[config.mk]
export PLATFORM = sky130hd
export DESIGN_NAME = warp_ibuf
export DESIGN_NICKNAME = d
export VERILOG_FILES = /design/src/rtl/warp_ibuf.sv
export SDC_FILE = /design/constraint.sdc
export NUM_CORES = 1
export LEC_CHECK = 0
export ABC_AREA = 0
export CAP_MARGIN = 20
export CORE_MARGIN = 2
export CORE_UTILIZATION = 58
export DETAILED_ROUTE_END_ITERATION = 10
export PLACE_DENSITY = 0.85
export REMOVE_ABC_BUFFERS = 1
export SYNTH_ARGS = -nofsm -noshare
export SYNTH_HDL_FRONTEND = slang
export SYNTH_SLANG_ARGS = --single-unit
[constraint.sdc]
create_clock -name i_clk -period 6.2 [get_ports i_clk]
set_input_delay 1.24 -clock i_clk [delete_from_list [all_inputs] [get_ports i_clk]]
set_output_delay 1.24 -clock i_clk [all_outputs]
set_load 0.02 [all_outputs]
[src/rtl/warp_ibuf.sv]
// Instruction buffer between fetch and decode: a DEPTH-entry circular queue that accepts
// up to two instructions per cycle and presents up to two to decode.
module warp_ibuf #(
    parameter int unsigned DEPTH = 4
) (
    input  logic        i_clk,
    input  logic        i_rst_n,
    input  logic        i_flush,
    input  logic [31:0] i_inst0,
    input  logic [31:0] i_inst1,
    input  logic [63:0] i_inst0_pc,
    input  logic [63:0] i_inst1_pc,
    input  logic [1:0]  i_compressed,
    input  logic [1:0]  i_valid,
    output logic        o_stall,
    input  logic        i_stall,
    output logic [31:0] o_inst0,
    output logic [31:0] o_inst1,
    output logic [63:0] o_inst0_pc,
    output logic [63:0] o_inst1_pc,
    output logic [1:0]  o_compressed,
    output logic [1:0]  o_valid
);

    localparam int unsigned PTR_W = $clog2(DEPTH);
    localparam int unsigned CNT_W = PTR_W + 1;
    localparam logic [31:0] CANONICAL_NOP = 32'h0000_0013;
    // Stall once fewer than two free entries remain, so a dual push always fits.
    localparam logic [CNT_W-1:0] STALL_LIMIT = CNT_W'(DEPTH - 2);

    logic [31:0]      inst_mem [DEPTH];
    logic [63:0]      pc_mem   [DEPTH];
    logic [DEPTH-1:0] comp_mem;

    logic [PTR_W-1:0] head_q, head_d;
    logic [PTR_W-1:0] tail_q, tail_d;
    logic [CNT_W-1:0] count_q, count_d;

    logic             push_en;
    logic             pop_en;
    logic [1:0]       push_n;
    logic [1:0]       pop_n;
    logic [PTR_W-1:0] wr_ptr0;
    logic [PTR_W-1:0] wr_ptr1;
    logic [PTR_W-1:0] rd_ptr0;
    logic [PTR_W-1:0] rd_ptr1;

    assign o_stall = (count_q > STALL_LIMIT);
    assign push_en = !o_stall && !i_flush;
    assign pop_en  = !i_stall && !i_flush;

    assign wr_ptr0 = tail_q;
    assign wr_ptr1 = tail_q + PTR_W'(i_valid[0]);
    assign rd_ptr0 = head_q;
    assign rd_ptr1 = head_q + PTR_W'(1);

    always_comb begin
        push_n = 2'd0;
        if (push_en) begin
            push_n = {1'b0, i_valid[0]} + {1'b0, i_valid[1]};
        end
    end

    always_comb begin
        o_valid = 2'b00;
        if (!i_flush) begin
            if (count_q >= CNT_W'(2)) begin
                o_valid = 2'b11;
            end else if (count_q == CNT_W'(1)) begin
                o_valid = 2'b01;
            end
        end
    end

    always_comb begin
        pop_n = 2'd0;
        if (pop_en) begin
            pop_n = {1'b0, o_valid[0]} + {1'b0, o_valid[1]};
        end
    end

    always_comb begin
        head_d  = head_q;
        tail_d  = tail_q;
        count_d = count_q;
        if (i_flush) begin
            head_d  = '0;
            tail_d  = '0;
            count_d = '0;
        end else begin
            head_d  = head_q + PTR_W'(pop_n);
            tail_d  = tail_q + PTR_W'(push_n);
            count_d = count_q + CNT_W'(push_n) - CNT_W'(pop_n);
        end
    end

    always_ff @(posedge i_clk or negedge i_rst_n) begin
        if (!i_rst_n) begin
            head_q  <= '0;
            tail_q  <= '0;
            count_q <= '0;
        end else begin
            head_q  <= head_d;
            tail_q  <= tail_d;
            count_q <= count_d;
        end
    end

    // Entry storage is deliberately not reset; only the pointers define validity.
    always_ff @(posedge i_clk) begin
        if (push_en && i_valid[0]) begin
            inst_mem[wr_ptr0] <= i_inst0;
            pc_mem[wr_ptr0]   <= i_inst0_pc;
            comp_mem[wr_ptr0] <= i_compressed[0];
        end
        if (push_en && i_valid[1]) begin
            inst_mem[wr_ptr1] <= i_inst1;
            pc_mem[wr_ptr1]   <= i_inst1_pc;
            comp_mem[wr_ptr1] <= i_compressed[1];
        end
    end

    always_comb begin
        o_inst0      = o_valid[0] ? inst_mem[rd_ptr0] : CANONICAL_NOP;
        o_inst1      = o_valid[1] ? inst_mem[rd_ptr1] : CANONICAL_NOP;
        o_inst0_pc   = pc_mem[rd_ptr0];
        o_inst1_pc   = pc_mem[rd_ptr1];
        o_compressed = {o_valid[1] & comp_mem[rd_ptr1], o_valid[0] & comp_mem[rd_ptr0]};
    end

endmodule

==> run metrics <==
status=complete, no violations; Design Area, Final=27800 sq um; post-placement cell count=2045; vias in the first global route=13900; pre-CTS WS=884 ps; Final nets=1784; mapped cell area=21900 sq um; IO Pins=397; dominant cells by area after synthesis=edfxtp_1 53%, mux4_2 20%, mux2_2 18%; Max Root-Sink Buffers=3; Storage cell area=11800 sq um; number of remaining DRC errors=0; gr usage total=28.1%; area delta synth->final=26.7%; htree depth=2; Pins Over Slew Limit=0; clock slew at reported path FFs=60 ps; GPL Wtd Cong=0.828; Critical Setup Path Class=input port to output port; wire length of the first global-routing pass=82.9 mm; Int Pwr=0.00611 W; initial antenna violation count=15; routed length on met3=5.19 mm; top_reg_cell synth=edfxtp_1; RR Startpoint=tail_q[0]; Routed WL=55.6 mm; number of fill cells=2325; Post-synth ARST share=1.77%; Tcrit/Tclk final=85.8%; final setup violation count=0; hold violation count in the final report=0; Crit path required time=4960 ps; synthesis-stage register bit count=395; layout cells sized above 1=41.5%; fin cells=2131; flop2flop setup slack=2860 ps; clk_skew=14.8 ps; row cnt=71; DP Area=26500 sq um; slew at the pin closest to its max-slew limit=1000 ps; max_cap viols=0; DIE WIDTH=198 um; Min-Delay Path Class=flip-flop to flip-flop; Starting Density=58.5%; via count=13300; M1 WL=20.9 mm; WL met2=27.8 mm; grt ovf=0; Top Metal Used=met5; post-synth top area share=52.6%; dominant cell type by area after synthesis=edfxtp_1; R2R cell count=6; Sw Ratio=29.6%; Avg Synthesized Cell Area=18.3 sq um; setup bufs post-CTS=0; Setup crit start kind=input port; power share of the sequential group=40.1%; Routed WL per cell=26.1 um; Critical Path Sink=o_inst0[24]; CTS tree=built; CP endpoint kind=output port; clock share of power=27.5%; pin count of the biggest net entering global routing=54; synthesized instance count=1199; synth unique cells=42; Port Buffers=396; LEAKAGE=9.06 nW; Vias/cell=6.25; total CTS buffers=42; reg-to-reg endpoint=pc_mem[0][43]; worst-path fanout max=36; hold buffers post-CTS=0; min cycle time layout=5320 ps; number of warnings issued by yosys=0; Multi-input gate area=9720 sq um; core area=37500 sq um; Worst EP arrival=4080 ps; Routed Antenna Nets=0; Clock Tree Root=clkbuf_16; First-pass DRT Iterations=5; DRT iter0 DRCs=769; number of synthesized flops with an enable pin=384; max_slew headroom=33.0%; PwrDens=313 nW/um^2; post-synthesis sequential area ratio=53.7%; Fmax=0.188 GHz; Die Y=198 um; Util after Layout=74.1%; WHS=567 ps; RSZ-0062 raised after global routing=false; VDD IR-drop max=0.251 mV; post_cts resized=0; Clock Latency Late Sink=530 ps; die area=39400 sq um; HPWL Detailed=35.5 mm; Clock Sink Count=395; Final WS setup=879 ps; Psw=0.00257 W; Combinational Power Share=32.3%; Critical Path Source=i_flush
-- cell usage in the layout, fill, tap and decap left out, drive strengths merged, types with 5 or more instances in the layout --
master and count:
mux4 194, edfxtp 384, nor2b 56, or2 7
diode 9, mux2 384, inv 5, a21oi 6
clkbuf 57, nand2 5, and2b 8, clkdlybuf4s50 396
clkinv 18, dfrtp 7, mux2i 5, buf 32
nor2 8
-- power groups by stage --
| stage | registers [W] | logic (W) | clock network (W) |
|---|---|---|---|
| after floorplan | 0.00357 | 0.00171 | 0 |
| after global placement | 0.00350 | 0.00277 | 0 |
| after detailed placement | 0.00354 | 0.00280 | 0 |
| after CTS | 0.00348 | 0.00283 | 0.00242 |
| after global routing | 0.00351 | 0.00295 | 0.00252 |
| final | 0.00349 | 0.00281 | 0.00239 |
-- metal layers --
metal / vias up / global-route usage [%]
met3: 110 / 7.95
met2: 576 / 46.5
li1: 5745 / -
met4: 12 / 9.15
met5: - / 0
met1: 6866 / 36.3
-- cell families after synthesis --
kind of cell	Yosys count	synth area share [%]
buffers and inverters	98	2.28
adders and majority gates	6	0.411
xor gates and xnor gates	8	0.388
DFF	395	53.7
AOI/OAI and AO/OA	10	0.348
muxes	583	40.0
and+or+nand+nor	99	2.85
-- critical path, stage by stage --
cell and delay (ps):
clkdlybuf4s50_1 730, o21bai_4 520, and2_1 610, buf_4 340
nor2b_1 70, clkdlybuf4s50_1 550
-- flip-flops by register name, indices dropped and copies added (netlist names) --
signal	cells
tail_q	2
count_q	3
pc_mem	256
inst_mem	128
comp_mem	4
head_q	2
-- synthesized netlist by cell type (2+ instances only) --
| cell | number |
|---|---|
| a21oi_1 | 5 |
| and2_1 | 2 |
| and2b_1 | 8 |
| buf_1 | 2 |
| buf_2 | 72 |
| buf_4 | 7 |
| buf_6 | 2 |
| clkbuf_1 | 10 |
| dfrtp_1 | 7 |
| dfxtp_1 | 4 |
| edfxtp_1 | 384 |
| fa_1 | 2 |
| ha_1 | 4 |
| inv_1 | 5 |
| mux2_1 | 21 |
| mux2_2 | 356 |
| mux2_4 | 7 |
| mux2i_1 | 5 |
| mux4_2 | 194 |
| nand2_1 | 5 |
| nand3_2 | 2 |
| nand4_2 | 2 |
| nand4b_1 | 2 |
| nor2_1 | 8 |
| nor2b_1 | 56 |
| or2_2 | 7 |
| xnor2_1 | 3 |
| xor2_1 | 3 |
-- metrics by stage --
stage / setup TNS (ps) / power (W)
global route: 0 / 0.00898
finish: 0 / 0.00868
CTS: 0 / 0.00873
global placement: 0 / 0.00627
floorplan: -704110 / 0.00527
detailed placement: 0 / 0.00634
-- cell type report --
class | instances | area share [%]
inverter | 5 | 0.0676
clock inverter | 20 | 0.414
multi-input combinational | 706 | 35.0
sequential | 395 | 42.5
clock buffer | 57 | 4.29
antenna | 9 | 0.0811
timing repair buffer | 428 | 15.4
tap | 511 | 2.30
-- how the worst min path moves through the flow --
| stage | start | endpoint | slack (ps) | cells after the start |
|---|---|---|---|---|
| floorplan | comp_mem[2] | comp_mem[2] | 530 | 2 |
| global placement | comp_mem[1] | comp_mem[1] | 550 | 2 |
| detailed placement | comp_mem[2] | comp_mem[2] | 560 | 2 |
| CTS | comp_mem[2] | comp_mem[2] | 570 | 2 |
| global route | comp_mem[2] | comp_mem[2] | 600 | 2 |
| finish | comp_mem[2] | comp_mem[2] | 570 | 2 |
No activity file was read; power rests on OpenSTA's default activity.
